**config.mk**
```make
export PLATFORM = sky130hd
export DESIGN_NAME = spi_slave_stream
export DESIGN_NICKNAME = d
export VERILOG_FILES = /design/src/rtl/spi_pkg.sv /design/src/rtl/spi_cdc_sync.sv /design/src/rtl/spi_slave_stream.sv
export SDC_FILE = /design/constraint.sdc
export NUM_CORES = 1
export LEC_CHECK = 0
export BUFFER_PORTS_ARGS = -buffer_cell sky130_fd_sc_hd__clkbuf_2
export CORE_ASPECT_RATIO = 0.75
export CORE_MARGIN = 8
export CORE_UTILIZATION = 45
export CTS_CLUSTER_SIZE = 24
export DETAILED_ROUTE_END_ITERATION = 12
export MAX_ROUTING_LAYER = met4
export PLACE_DENSITY_LB_ADDON = 0.3
export SLEW_MARGIN = 5
export SYNTH_ARGS = -nofsm -noshare
export SYNTH_HDL_FRONTEND = slang
export SYNTH_HIERARCHICAL = 1
export SYNTH_SLANG_ARGS = --single-unit
```
**constraint.sdc**
```tcl
create_clock -name clk -period 1.4 [get_ports clk]
set_clock_uncertainty 0.15 [all_clocks]
set_input_delay 0.14 -clock clk [delete_from_list [all_inputs] [get_ports clk]]
set_output_delay 0.14 -clock clk [all_outputs]
set_load 0.02 [all_outputs]
```
**src/rtl/spi_pkg.sv**
```systemverilog
// Shared SPI types and helpers for the stream SPI slave.
`timescale 1ns/1ps
package spi_pkg;

   localparam int unsigned SPI_SYNC_MAX = 4;

   typedef enum logic [1:0] {
      MODE0 = 2'd0,
      MODE1 = 2'd1,
      MODE2 = 2'd2,
      MODE3 = 2'd3
   } spi_mode_t;

   // Modes 0 and 3 sample on the rising SCK edge, modes 1 and 2 on the falling edge.
   function automatic logic spi_sample_rising(input logic cpol, input logic cpha);
      return (cpol == cpha);
   endfunction

endpackage

```
**src/rtl/spi_cdc_sync.sv**
```systemverilog
// Single-bit multi-flop synchroniser with a configurable reset level.
`timescale 1ns/1ps
module spi_cdc_sync #(
   parameter int unsigned STAGES  = 2,
   parameter logic        RST_VAL = 1'b0
) (
   input  logic clk_i,
   input  logic rst_i,
   input  logic d_i,
   output logic q_o
);

   (* ASYNC_REG = "TRUE" *) logic [STAGES-1:0] sync_q;

   always_ff @(posedge clk_i) begin
      if (rst_i) begin
         sync_q <= {STAGES{RST_VAL}};
      end else begin
         sync_q <= {sync_q[STAGES-2:0], d_i};
      end
   end

   assign q_o = sync_q[STAGES-1];

endmodule

```
**src/rtl/spi_slave_stream.sv**
```systemverilog
// Oversampled SPI slave moving DATA_W-bit words; any CPOL/CPHA, either bit order.
// Define SPI_SLAVE_STREAM_ERR_EN to add the frame_err / err_cnt error reporting outputs.
`timescale 1ns/1ps
module spi_slave_stream #(
   parameter int unsigned        DATA_W      = 8,
   parameter logic               CPOL        = 1'b0,
   parameter logic               CPHA        = 1'b1,
   parameter logic               MSB_FIRST   = 1'b1,
   parameter int unsigned        SYNC_STAGES = 2,
   parameter logic [DATA_W-1:0]  TX_IDLE     = '0
) (
   input  logic              clk,
   input  logic              rst,
   input  logic              SCK_I,
   output logic              SCK_O,
   output logic              SCK_T,
   input  logic              SS_I,
   output logic              SS_O,
   output logic              SS_T,
   input  logic              IO0_I,
   output logic              IO0_O,
   output logic              IO0_T,
   input  logic              IO1_I,
   output logic              IO1_O,
   output logic              IO1_T,
   output logic [DATA_W-1:0] rx_data,
   output logic              rx_valid,
   input  logic [DATA_W-1:0] tx_data,
   input  logic              tx_valid,
   output logic              tx_ready,
   output logic              frame_start,
   output logic              frame_end,
   output logic              tx_underrun
`ifdef SPI_SLAVE_STREAM_ERR_EN
   ,
   output logic              frame_err,
   output logic [15:0]       err_cnt
`endif
);

   import spi_pkg::*;

   localparam int unsigned     CntW       = $clog2(DATA_W);
   localparam logic [CntW-1:0] CntLast    = CntW'(DATA_W - 1);
   localparam spi_mode_t       Mode       = spi_mode_t'({CPOL, CPHA});
   localparam logic            SampleRise = spi_sample_rising(Mode[1], Mode[0]);

   if (SYNC_STAGES < 2 || SYNC_STAGES > SPI_SYNC_MAX) begin : g_bad_sync
      $error("SYNC_STAGES out of range");
   end

   logic sck_s, ss_s, mosi_s;
   logic sck_q, ss_q;
   logic rise, fall, sample_edge, shift_edge, fstart, fend, load;

   logic [DATA_W-1:0] rx_sh_q, rx_sh_d, rx_shift_next, rx_data_q, rx_data_d;
   logic [CntW-1:0]   rx_cnt_q, rx_cnt_d, tx_cnt_q, tx_cnt_d;
   logic              rx_done_q, rx_done_d, rx_valid_q;
   logic [DATA_W-1:0] tx_sh_q, tx_sh_d, hold_q, hold_d;
   logic              hold_full_q, hold_full_d, hold_wr;
   logic              fstart_q, fend_q, underrun_q, underrun_d;

   spi_cdc_sync #(.STAGES(SYNC_STAGES), .RST_VAL(CPOL)) u_sync_sck (
      .clk_i(clk), .rst_i(rst), .d_i(SCK_I), .q_o(sck_s)
   );
   spi_cdc_sync #(.STAGES(SYNC_STAGES), .RST_VAL(1'b1)) u_sync_ss (
      .clk_i(clk), .rst_i(rst), .d_i(SS_I), .q_o(ss_s)
   );
   spi_cdc_sync #(.STAGES(SYNC_STAGES), .RST_VAL(1'b0)) u_sync_mosi (
      .clk_i(clk), .rst_i(rst), .d_i(IO0_I), .q_o(mosi_s)
   );

   always_comb begin
      rise        = sck_s & ~sck_q;
      fall        = ~sck_s & sck_q;
      sample_edge = ~ss_s & (SampleRise ? rise : fall);
      shift_edge  = ~ss_s & (SampleRise ? fall : rise);
      fstart      = ss_q & ~ss_s;
      fend        = ~ss_q & ss_s;
      // CPHA=0 must present the first bit before the first SCK edge, hence the frame_start load.
      if (CPHA) begin
         load = shift_edge && (tx_cnt_q == '0);
      end else begin
         load = fstart || (shift_edge && (tx_cnt_q == CntLast));
      end
   end

   always_comb begin
      rx_shift_next = MSB_FIRST ? {rx_sh_q[DATA_W-2:0], mosi_s} : {mosi_s, rx_sh_q[DATA_W-1:1]};
      rx_sh_d       = rx_sh_q;
      rx_cnt_d      = rx_cnt_q;
      rx_done_d     = 1'b0;
      rx_data_d     = rx_done_q ? rx_sh_q : rx_data_q;
      if (ss_s) begin
         rx_cnt_d = '0;
      end else if (sample_edge) begin
         rx_sh_d = rx_shift_next;
         if (rx_cnt_q == CntLast) begin
            rx_cnt_d  = '0;
            rx_done_d = 1'b1;
         end else begin
            rx_cnt_d = rx_cnt_q + CntW'(1);
         end
      end
   end

   always_comb begin
      tx_sh_d    = tx_sh_q;
      tx_cnt_d   = tx_cnt_q;
      underrun_d = 1'b0;
      if (ss_s) begin
         tx_cnt_d = '0;
      end else if (shift_edge) begin
         tx_cnt_d = (tx_cnt_q == CntLast) ? '0 : tx_cnt_q + CntW'(1);
      end
      if (load) begin
         tx_sh_d    = hold_full_q ? hold_q : TX_IDLE;
         underrun_d = ~hold_full_q;
      end else if (shift_edge) begin
         tx_sh_d = MSB_FIRST ? {tx_sh_q[DATA_W-2:0], 1'b0} : {1'b0, tx_sh_q[DATA_W-1:1]};
      end
   end

   // A write can only land in an empty register, so a same-cycle load sees it empty.
   always_comb begin
      hold_wr     = tx_valid & ~hold_full_q;
      hold_d      = hold_wr ? tx_data : hold_q;
      hold_full_d = hold_wr ? 1'b1 : (load ? 1'b0 : hold_full_q);
   end

   always_ff @(posedge clk) begin
      if (rst) begin
         sck_q       <= CPOL;
         ss_q        <= 1'b1;
         rx_sh_q     <= '0;
         rx_cnt_q    <= '0;
         rx_done_q   <= 1'b0;
         rx_valid_q  <= 1'b0;
         rx_data_q   <= '0;
         tx_sh_q     <= TX_IDLE;
         tx_cnt_q    <= '0;
         hold_q      <= '0;
         hold_full_q <= 1'b0;
         fstart_q    <= 1'b0;
         fend_q      <= 1'b0;
         underrun_q  <= 1'b0;
      end else begin
         sck_q       <= sck_s;
         ss_q        <= ss_s;
         rx_sh_q     <= rx_sh_d;
         rx_cnt_q    <= rx_cnt_d;
         rx_done_q   <= rx_done_d;
         rx_valid_q  <= rx_done_q;
         rx_data_q   <= rx_data_d;
         tx_sh_q     <= tx_sh_d;
         tx_cnt_q    <= tx_cnt_d;
         hold_q      <= hold_d;
         hold_full_q <= hold_full_d;
         fstart_q    <= fstart;
         fend_q      <= fend;
         underrun_q  <= underrun_d;
      end
   end

`ifdef SPI_SLAVE_STREAM_ERR_EN
   logic        frame_err_q, frame_err_d;
   logic [15:0] err_cnt_q, err_cnt_d;
   logic [1:0]  err_inc;
   logic [16:0] err_sum;

   always_comb begin
      frame_err_d = fend & (rx_cnt_q != '0);
      err_inc     = {1'b0, frame_err_d} + {1'b0, underrun_d};
      err_sum     = {1'b0, err_cnt_q} + 17'(err_inc);
      err_cnt_d   = err_sum[16] ? 16'hFFFF : err_sum[15:0];
   end

   always_ff @(posedge clk) begin
      if (rst) begin
         frame_err_q <= 1'b0;
         err_cnt_q   <= '0;
      end else begin
         frame_err_q <= frame_err_d;
         err_cnt_q   <= err_cnt_d;
      end
   end

   assign frame_err = frame_err_q;
   assign err_cnt   = err_cnt_q;
`else
   // Without error reporting a partial word is simply discarded when SS rises.
`endif

   assign SCK_O       = 1'b0;
   assign SCK_T       = 1'b1;
   assign SS_O        = 1'b0;
   assign SS_T        = 1'b1;
   assign IO0_O       = 1'b0;
   assign IO0_T       = 1'b1;
   assign IO1_O       = MSB_FIRST ? tx_sh_q[DATA_W-1] : tx_sh_q[0];
   assign IO1_T       = SS_I;
   assign rx_data     = rx_data_q;
   assign rx_valid    = rx_valid_q;
   assign tx_ready    = ~hold_full_q;
   assign frame_start = fstart_q;
   assign frame_end   = fend_q;
   assign tx_underrun = underrun_q;

   logic unused_io1;
   assign unused_io1 = IO1_I;

endmodule
```
-- Word-level counts from Yosys, hierarchy flattened
Index checks and enable logic that the tools add are counted.
W data, S select, Z words.
- reduce and logical (&&, ||, !) cells: 8
- multiplexer cells: 8
- equality and inequality tests: 2
- add/sub/neg operators: 2
- bitwise logic cells: 14
- operator list (operator ; number):
    $mux W8 ; 3
    $and A1 B1 Y1 ; 7
    $not A1 Y1 ; 7
    $add A3 B1 Y3 const B ; 2
    $eq A3 B3 Y1 const B ; 2
    $mux W3 ; 2
    $reduce_bool A2 Y1 ; 2
    $reduce_or A2 Y1 ; 2
    $logic_not A3 Y1 ; 1
    $mux W1 ; 3
    $reduce_or A3 Y1 ; 1
    $reduce_and A2 Y1 ; 1
    $logic_and A1 B1 Y1 ; 1
- input bits: 15
- logic and storage cells: 51
- output and inout bits: 21
- register bits: 52

-- Longest topological paths before layout
Gate-level depths: netlist of run 1.
- word-level depth: 6
- mapped depth: 6
- gate-level depth less buffers: 5

-- By module
The synthesis of run 1 kept the hierarchy.
- by module, submodules not included (module ; times used ; area each (um^2) ; cells each):
    spi_slave_stream ; 1 ; 1834.3 ; 179
    spi_cdc_sync ; 3 ; 52.6 ; 4

-- Worst setup path after synthesis of run 1
No wires, ideal clock.
- path kind: register -> register
- from: register tx_cnt_q[0]
- to: register tx_sh_q[4]
- slack: -0.054 ns
- arrival time: 1.173 ns
- period minus slack after synthesis: 1.454 ns
- stages on the path, launching flop included: 7
- path buffers: 1
- cells stage by stage: dfxtp_1 > inv_1 > ha_1 > and3b_1 > buf_2 > a221oi_2 > nor3_1
- cells in the longest elaborated chain, start to end: 3
- elaborated cells between the ends (all ways): 4
- ends and longest elaborated chain (what ; RTL line ; text):
    start: declaration ; spi_slave_stream.sv:57 ; logic [CntW-1:0] rx_cnt_q, rx_cnt_d, tx_cnt_q, tx_cnt_d;
    start signal: assignment ; spi_slave_stream.sv:156 ; tx_cnt_q <= tx_cnt_d;
    $logic_not A3 Y1 (*) ; spi_slave_stream.sv:82 ; load = shift_edge && (tx_cnt_q == '0);
    $logic_and A1 B1 Y1 (*) ; spi_slave_stream.sv:82 ;
    $mux W8 / $reduce_bool A2 Y1 (equally long branches) ; - ;
    end signal: assignment ; spi_slave_stream.sv:155 ; tx_sh_q <= tx_sh_d;
    end: declaration ; spi_slave_stream.sv:59 ; logic [DATA_W-1:0] tx_sh_q, tx_sh_d, hold_q, hold_d;
Every way passes the cells marked *; elsewhere a longest branch is shown, timed or not.
A chain may end at the register's enable or synchronous reset.

-- Final worst setup path of run 1
- from: register u_sync_ss.sync_q[1]
- to: register tx_sh_q[6]
- cells in the longest elaborated chain, start to end: 4
- elaborated cells between the ends (all ways): 5
- ends and longest elaborated chain (what ; RTL line ; text):
    start: declaration ; spi_cdc_sync.sv:13 ; (* ASYNC_REG = "TRUE" *) logic [STAGES-1:0] sync_q;
    start signal: assignment ; spi_cdc_sync.sv:17 ; sync_q <= {STAGES{RST_VAL}};
    start signal: assignment ; spi_cdc_sync.sv:19 ; sync_q <= {sync_q[STAGES-2:0], d_i};
    $not A1 Y1 (no source line) (*) ; - ;
    $and A1 B1 Y1 (*) ; spi_slave_stream.sv:77 ; shift_edge = ~ss_s & (SampleRise ? fall : rise);
    $logic_and A1 B1 Y1 ; spi_slave_stream.sv:82 ;
    $mux W8 / $reduce_bool A2 Y1 (equally long branches) ; - ;
Marks and branches as above.

==> results of run 1 <==
==> flip-flops by register name, indices dropped and copies added, names as in the netlist <==
register            count
tx_underrun             1
frame_end               1
rx_data                 8
u_sync_sck/sync_q       2
frame_start             1
tx_cnt_q                3
rx_valid                1
tx_sh_q                 8
u_sync_mosi/sync_q      2
hold_q                  8
rx_cnt_q                3
sck_q                   1
hold_full_q             1
ss_q                    1
u_sync_ss/sync_q        2
rx_done_q               1
rx_sh_q                 8
==> cell families after synthesis <==
family | after synthesis
and+or+nand+nor | 71
AOI/OAI and AO/OA | 9
other | 2
adders and majority gates | 5
DFF | 52
buffers and inverters | 22
muxes | 30
==> worst max-delay path by stage <==
| stage | from | to | slack (ps) | depth (start not counted) |
|---|---|---|---|---|
| floorplan | tx_cnt_q[0] | tx_sh_q[4] | 10 | 6 |
| global placement | tx_cnt_q[0] | tx_sh_q[7] | -60 | 5 |
| detailed placement | tx_cnt_q[0] | tx_sh_q[2] | -100 | 5 |
| CTS | u_sync_sck/sync_q[1] | rx_sh_q[5] | -1 | 5 |
| global route | u_sync_ss/sync_q[1] | tx_sh_q[4] | -60 | 4 |
| finish | u_sync_ss/sync_q[1] | tx_sh_q[6] | -20 | 4 |
==> critical path, cell delays in order, from the launching register on <==
cell	delay, ps
dfxtp_2	350
or3b_4	410
buf_4	170
a221oi_2	160
nor3_1	70
==> cell type report <==
class,count,area (µm²)
Clock buffer,6,82.6
Clock inverter,2,13.8
Fill cell,404,1840
Inverter,4,15.0
Multi-Input combinational cell,122,870
Sequential cell,52,1040
Tap cell,57,71.3
Timing Repair Buffer,60,420
==> metrics by stage <==
step           utilization, %  cell area, µm²  instances  hold slack [ps]
5_1_grt                  57.7            2520        303              144
4_1_cts                  57.1            2490        302              143
3_5_place_dp             51.5            2240        280              192
3_3_place_gp             51.5            2240        280              191
6_report                 57.7            2520        303              133
2_1_floorplan               -            2010        195             61.6
==> cells in the final DEF (no fill, tap or decap), types with 2 or more instances in the layout <==
| master | count |
|---|---|
| clkbuf_2 | 28 |
| nand2_1 | 2 |
| clkbuf_8 | 6 |
| nor2b_1 | 8 |
| dfxtp_1 | 49 |
| or2_1 | 2 |
| nor3_1 | 7 |
| a221oi_2 | 7 |
| ha_1 | 4 |
| mux2i_1 | 30 |
| buf_4 | 17 |
| inv_1 | 4 |
| buf_6 | 2 |
| conb_1 | 6 |
| nor2_1 | 42 |
| dfxtp_2 | 3 |
| nor3b_2 | 2 |
| dlygate4sd3_1 | 13 |
==> power groups by stage <==
stage | Combinational, W | Sequential, W | Clock (W)
CTS | 0.000185 | 0.00153 | 0.000902
floorplan | 0.000117 | 0.00156 | 0
detailed placement | 0.000154 | 0.00156 | 0
global placement | 0.000153 | 0.00156 | 0
finish | 0.000186 | 0.00153 | 0.000874
global route | 0.000204 | 0.00153 | 0.000962
==> synth_stat cells (2+ instances only) <==
cell      count
a221oi_2      7
buf_2         4
buf_4         8
clkbuf_1      4
conb_1        2
dfxtp_1      52
ha_1          5
inv_1         4
mux2i_1      30
nand2_1       2
nor2_1       42
nor2b_1       9
nor3_1        7
nor3b_1       2
or2_1         2
==> timing repair <==
item                                   in CTS  in global routing
cloned                                      1                  1
setup endpoints to repair                  10                 16
setup buffers                               0                  0
pin swaps                                   3                  4
gates resized for setup                     5                  6
hold buffers                               13                  0
endpoints found under the hold margin      13                  0
==> metal layers <==
layer,global-route usage [%],share of wire [%],vias up,wire (µm)
li1,-,-,733,-
met1,12.9,48,622,1730
met2,18.7,47,24,1700
met3,3.78,4.5,2,162
met4,3.20,0.53,0,19
met5,-,0,-,0
==> flow_metrics.tcl, run 1 <==
set metrics [dict create \
    layout.nets 265 \
    min_from "tx_valid" \
    reg2reg_slack_ps -20 \
    cellPowerDensity_nw_per_um2 1030 \
    holdPathEnd "hold_q[0]" \
    finalWorstSetupSlack_ps -17.4 \
    r2r-start "u_sync_ss/sync_q[1]" \
    hold_path_class "input port to register" \
    status "finished with violations" \
    peakVddDrop_mv 0.743 \
    rsz0062_at_grt "true" \
    synth_top_family_by_area "simple AND/OR/NAND/NOR gates" \
    die_w_um 92.8 \
    cts_inserted_buffers 5 \
    diodes 0 \
    cp.arrival_ps 1450 \
    clk_path_buf_depth 2 \
    synthCells 191 \
    final-hold-violation-count 0 \
    pre_cts_slack_ps -99.4 \
    area_growth_pct 26.4 \
    comb_power_share_pct 7.2 \
    synth_area_leader_cell "dfxtp_1" \
    cts_tree "yes" \
    io_buffer_count 28 \
    synth_xor_area_share_pct 0 \
    core-area_um2 4360 \
    async_reset_ff_share_pct 0 \
    swShare_pct 22.6 \
    r2r_end "tx_sh_q[6]" \
    crit_fanout 4 \
    finalWirelength_um 3610 \
    htreeDepth 2 \
    path_class "register to register" \
    synthTopCellsByArea "dfxtp_1, mux2i_1, nor2_1" \
    yosysUniqueCellTypes 26 \
    die_height_um 73.6 \
    initial_core_util_pct 45.7 \
    fin_crit_sh_pct 101 \
    drive_gt1_share_pct 29.7 \
    seq_area_frac_synth_pct 52.3 \
    clkPwrFrac_pct 33.8 \
    ios 36 \
    cap_violations 0 \
    wl_per_cell_um 11.9 \
    cts_sinks 52 \
    setup-violations-final 2 \
    dieArea_um2 6830 \
    routed_via_density 4.56 \
    min_path_cells 4 \
    synth_ff_type "dfxtp_1" \
    cp-end-kind "register" \
    drc 0 \
    grt_pass1_wl_um 6110 \
    dr.first_iter.drc_count 34 \
    synth_edf_count 0 \
    dp.final_hpwl_um 2570 \
    netlist_area_um2 1990 \
    violations "negative setup slack" \
    firstDrtPassIters 4 \
    overflow 0 \
    fp-row-count 21 \
    synthAdderAreaFrac_pct 3.14 \
    synth_simple_gate_area_share_pct 17.0 \
    synth.avg_cell_area_um2 10.4 \
    synth_compound_area_share_pct 5.90 \
    setup_tns_ps -32.8 \
    routabilityCongestion 0.728 \
    crit_required_ps 1430 \
    ant_nets 0 \
    root_buffer "clkbuf_8" \
    cp-start-kind "register" \
    yosysTopAreaCellShare_pct 52.3 \
    ys_ff_latch 52 \
    grt_pass1_vias 1390 \
    antenna_found_initial 0 \
    yosysWarningCount 6 \
    r2r_cells 4 \
    grt_start_max_net_pins 23 \
    fmax_ghz 0.706 \
    intPower_w 0.00200 \
    maxSlewViolCount 0 \
    totalPowerFinal_w 0.00259 \
    clk_pin_slew_worst_paths_ps 90 \
    grt_use_total_pct 11.3 \
    power.leakage_nw 1.07 \
    p_seq_share_pct 59.0 \
    num_vias 1381 \
    synthMuxAreaShare_pct 15.1 \
    switching_power_w 0.000584 \
    min_period_ps 1420 \
    clk_latency_ps 290 \
]
Power figures use the tool's default switching activity.
==> inputs of run 2 (changes only) <==
Settings changed: CORE_UTILIZATION 45 to 49, REMOVE_ABC_BUFFERS from default to 1.
==> flow_metrics.tcl, run 2 (synthesis results as in run 1) <==
set metrics [dict create \
    cp-start-kind "register" \
    layout_common_cells "dfxtp_1, nor2_1, mux2i_1" \
    grt_pass1_vias 1343 \
    hold_path_class "input port to register" \
    area_growth_pct 26.0 \
    diodes 0 \
    rsz0062_at_grt "true" \
    finalWirelength_um 3660 \
    cp-end-kind "register" \
    power.leakage_nw 1.05 \
    ant_nets 0 \
    dp_cells 275 \
    die_w_um 89.6 \
    clk_pin_slew_worst_paths_ps 90 \
    dp.final_hpwl_um 2360 \
    r2r_end "tx_sh_q[2]" \
    final-hold-violation-count 0 \
    cts_inserted_buffers 5 \
    worstPathCellList "or3b_1, buf_6, a221oi_2, nor3_1" \
    switching_power_w 0.000558 \
    initial_core_util_pct 50.1 \
    fp-row-count 20 \
    cp.arrival_ps 1430 \
    fin_crit_sh_pct 98.5 \
    routed_via_density 4.73 \
    crit_required_ps 1450 \
    cts_tree "yes" \
    clk_path_buf_depth 2 \
    io_buffer_count 28 \
    r2r-start "u_sync_ss/sync_q[1]" \
    min_path_cells 2 \
    setup-violations-final 0 \
    pre_cts_slack_ps -101 \
    root_buffer "clkbuf_8" \
    intPower_w 0.00211 \
    setup_tns_ps 0 \
    drc 0 \
    wl_per_cell_um 12.5 \
    clk_latency_ps 300 \
    antenna_found_initial 0 \
    dr.first_iter.drc_count 68 \
    peakVddDrop_mv 0.761 \
    maxSlewViolCount 0 \
    grt_pass1_wl_um 6130 \
    cellPowerDensity_nw_per_um2 1060 \
    min_from "rst" \
    die_height_um 71.2 \
    utilization_pct 63.1 \
    swShare_pct 20.9 \
    layout_commonest_cell "dfxtp_1" \
    firstDrtPassIters 4 \
    cts_sinks 52 \
    p_seq_share_pct 57.1 \
    grt_start_max_net_pins 44 \
    final-instance-count-excl-fill 294 \
    cap_violations 0 \
    slowest_stage "or3b_1" \
    finalWorstSetupSlack_ps 20.5 \
    num_vias 1391 \
    core-area_um2 3980 \
    ios 36 \
    status "complete, no violations" \
    overflow 0 \
    clkPwrFrac_pct 35.7 \
    grt_use_total_pct 12.8 \
    max_stage_delay_ps 380 \
    comb_power_share_pct 7.1 \
    drive_gt1_share_pct 28.5 \
    crit_fanout 9 \
    htreeDepth 2 \
    fmax_ghz 0.725 \
    min_period_ps 1380 \
    routabilityCongestion 0.757 \
    layout.nets 260 \
    reg2reg_slack_ps 20 \
    r2r_cells 4 \
    holdPathEnd "ss_q" \
    dieArea_um2 6380 \
    path_class "register to register" \
]
run 2: how the worst max path moves through the flow:
stage	from	endpoint	slack (ps)	depth (start not counted)
floorplan	sck_q	rx_sh_q[0]	-470	3
global placement	tx_cnt_q[0]	tx_sh_q[5]	-60	5
detailed placement	tx_cnt_q[0]	tx_sh_q[2]	-100	5
CTS	u_sync_ss/sync_q[1]	tx_sh_q[3]	7	4
global route	u_sync_ss/sync_q[1]	tx_sh_q[6]	-40	4
finish	u_sync_ss/sync_q[1]	tx_sh_q[2]	20	4
run 2: critical path: cells and delay by family, from the launching register on:
kind	cells	cell delay, ps
DFF	1	340
AOI/OAI and AO/OA	1	180
buffers and inverters	1	160
and+or+nand+nor	2	450
run 2: final cells by class:
class	count	area, µm²
Clock buffer	5	68.8
Multi-Input combinational cell	122	878
Timing Repair Buffer	55	404
Sequential cell	52	1040
Clock inverter	1	30.0
Fill cell	327	1470
Tap cell	55	68.8
Inverter	4	15.0
run 2: what timing repair did:
item | CTS | global route
gates resized for setup | 3 | 13
pin swaps | 2 | 2
hold endpoints to repair | 12 | 0
setup endpoints to repair | 9 | 18
hold buffers | 12 | 0
cloned | 1 | 0
buffers inserted | 0 | 0
run 2: stage by stage:
| stage | power [W] | area (µm²) | hold slack, ps |
|---|---|---|---|
| floorplan | 0.00164 | 1900 | 59.1 |
| global placement | 0.00171 | 2230 | 202 |
| detailed placement | 0.00172 | 2230 | 204 |
| CTS | 0.00270 | 2460 | 93.4 |
| global route | 0.00278 | 2510 | 123 |
| finish | 0.00267 | 2510 | 90.0 |
run 2: per-layer routing:
| metal | vias to the layer above | wire length (µm) | GRT usage (%) |
|---|---|---|---|
| li1 | 724 | - | - |
| met1 | 624 | 1770 | 15.1 |
| met2 | 36 | 1590 | 19.3 |
| met3 | 7 | 225 | 3.77 |
| met4 | 0 | 76 | 6.62 |
| met5 | - | 0 | - |
run 2: power groups by stage:
| stage | Combinational (W) | Clock (W) | Sequential [W] |
|---|---|---|---|
| finish | 0.000191 | 0.000954 | 0.00153 |
| global route | 0.000209 | 0.00104 | 0.00153 |
| CTS | 0.000187 | 0.000986 | 0.00152 |
| detailed placement | 0.000158 | 0 | 0.00156 |
| global placement | 0.000156 | 0 | 0.00156 |
| floorplan | 0.0000795 | 0 | 0.00156 |
==> inputs of run 3 (changes only) <==
Clock period 1.4 ns to 1.2 ns, I/O delays scaled along.
==> flow_metrics.tcl, run 3 (synthesis results as in run 1) <==
set metrics [dict create \
    status "finished with violations" \
    violations "negative setup slack" \
    min_path_cells 2 \
    max_stage_delay_ps 400 \
    routed_via_density 4.71 \
    ios 36 \
    final_cell_area_um2 2690 \
    grt_pass1_wl_um 6500 \
    diodes 0 \
    wl_met1_um 1870 \
    firstDrtPassIters 4 \
    final-hold-violation-count 0 \
    cp-start-kind "register" \
    ant_nets 0 \
    routabilityCongestion 0.713 \
    layout.nets 272 \
    multi_input_area_um2 925 \
    met2_length_um 1850 \
    dp.final_hpwl_um 2460 \
    hold_ws_ps 28.8 \
    path_class "register to register" \
    antenna_found_initial 0 \
    worstSetupStartpoint "u_sync_sck/sync_q[1]" \
    io_buffer_count 28 \
    drc 0 \
    hold_path_class "input port to register" \
    utilization_pct 67.5 \
    overflow 0 \
    wl_met3_um 173 \
    cts_inserted_buffers 5 \
    clk_latency_ps 300 \
    crit_required_ps 1240 \
    root_buffer "clkbuf_8" \
    min_period_ps 1420 \
    fin_crit_sh_pct 119 \
    cts_sinks 52 \
    peakVddDrop_mv 0.804 \
    dr.first_iter.drc_count 43 \
    cts_tree "yes" \
    placed_area_um2 2280 \
    drive_gt1_share_pct 34.9 \
    worstPathCellList "or3b_4, buf_6, a221oi_2, nor3_1" \
    clk_pin_slew_worst_paths_ps 90 \
    clk_path_buf_depth 2 \
    fmax_ghz 0.703 \
    finalWirelength_um 3920 \
    setup-violations-final 31 \
    cp-end-kind "register" \
    grt_start_max_net_pins 23 \
    grt_use_total_pct 13.1 \
    power.leakage_nw 1.12 \
    highest_layer "met4" \
    htreeDepth 2 \
    fp-row-count 20 \
    cellPowerDensity_nw_per_um2 1130 \
    initial_core_util_pct 50.1 \
    finalWorstSetupSlack_ps -223 \
    r2r-start "u_sync_sck/sync_q[1]" \
    maxSlewViolCount 0 \
    num_vias 1446 \
    layout_common_cells "dfxtp_1, nor2_1, mux2i_1" \
    core-area_um2 3980 \
    rsz0062_at_grt "true" \
    r2r_cells 4 \
    die_w_um 89.6 \
    layout_commonest_cell "dfxtp_1" \
    grt_pass1_vias 1481 \
    wl_per_cell_um 12.8 \
    fillers 302 \
    slowest_stage "or3b_4" \
    dieArea_um2 6380 \
    cp.arrival_ps 1460 \
    final-seq-area_um2 1050 \
    cp-endpoint "tx_sh_q[1]" \
    crit_fanout 5 \
    reg2reg_slack_ps -220 \
    die_height_um 71.2 \
    cap_violations 0 \
    r2r_end "tx_sh_q[1]" \
    area_growth_pct 34.8 \
    pre_cts_slack_ps -304 \
]
-- run 3: final cells by class --
cell class                      instances  area share, %
Tap cell                               55           2.56
Multi-Input combinational cell        122           34.4
Clock buffer                            6           3.08
Sequential cell                        52           39.0
Clock inverter                          1          0.326
Inverter                                4          0.652
Timing Repair Buffer                   67           19.9
-- run 3: repair_timing --
| action | in CTS | in global routing |
|---|---|---|
| pin swaps | 17 | 7 |
| hold buffers | 12 | 0 |
| gates cloned | 2 | 0 |
| endpoints found under the hold margin | 12 | 0 |
| setup buffers | 4 | 0 |
| setup endpoints to repair | 33 | 35 |
| resized for setup | 30 | 11 |
-- run 3: metrics by stage --
step	cells	power, W	TNS, ps
detailed placement	282	0.00201	-4940
CTS	307	0.00306	-3190
finish	307	0.00304	-3120
floorplan	177	0.00191	-9110
global placement	282	0.00201	-3720
global route	307	0.00316	-5130
-- run 3: report_power, final --
group	internal (W)	leakage [nW]	switching, W
clock network	0.000460	0.0473	0.000533
logic	0.000136	0.649	0.000125
registers	0.00176	0.424	0.0000225
-- run 3: worst min path at each step --
stage	from	to
after floorplan	rst	tx_sh_q[0]
after global placement	SS_I	u_sync_ss/sync_q[0]
after detailed placement	SS_I	u_sync_ss/sync_q[0]
after CTS	rst	rx_sh_q[3]
after global routing	rst	ss_q
final	rst	ss_q
-- run 3: worst max-delay path: cells and delay by family (launching register included) --
kind	cells	cell delay, ps
buffers and inverters	1	150
AND/OR/NAND/NOR	2	470
AO/OA/AOI/OAI	1	190
flip-flops	1	350
-- run 3: routing by layer --
| metal | vias up | GRT usage (%) |
|---|---|---|
| li1 | 746 | - |
| met1 | 667 | 15.5 |
| met2 | 29 | 21.3 |
| met3 | 4 | 3.43 |
| met4 | 0 | 3.86 |
| met5 | - | - |
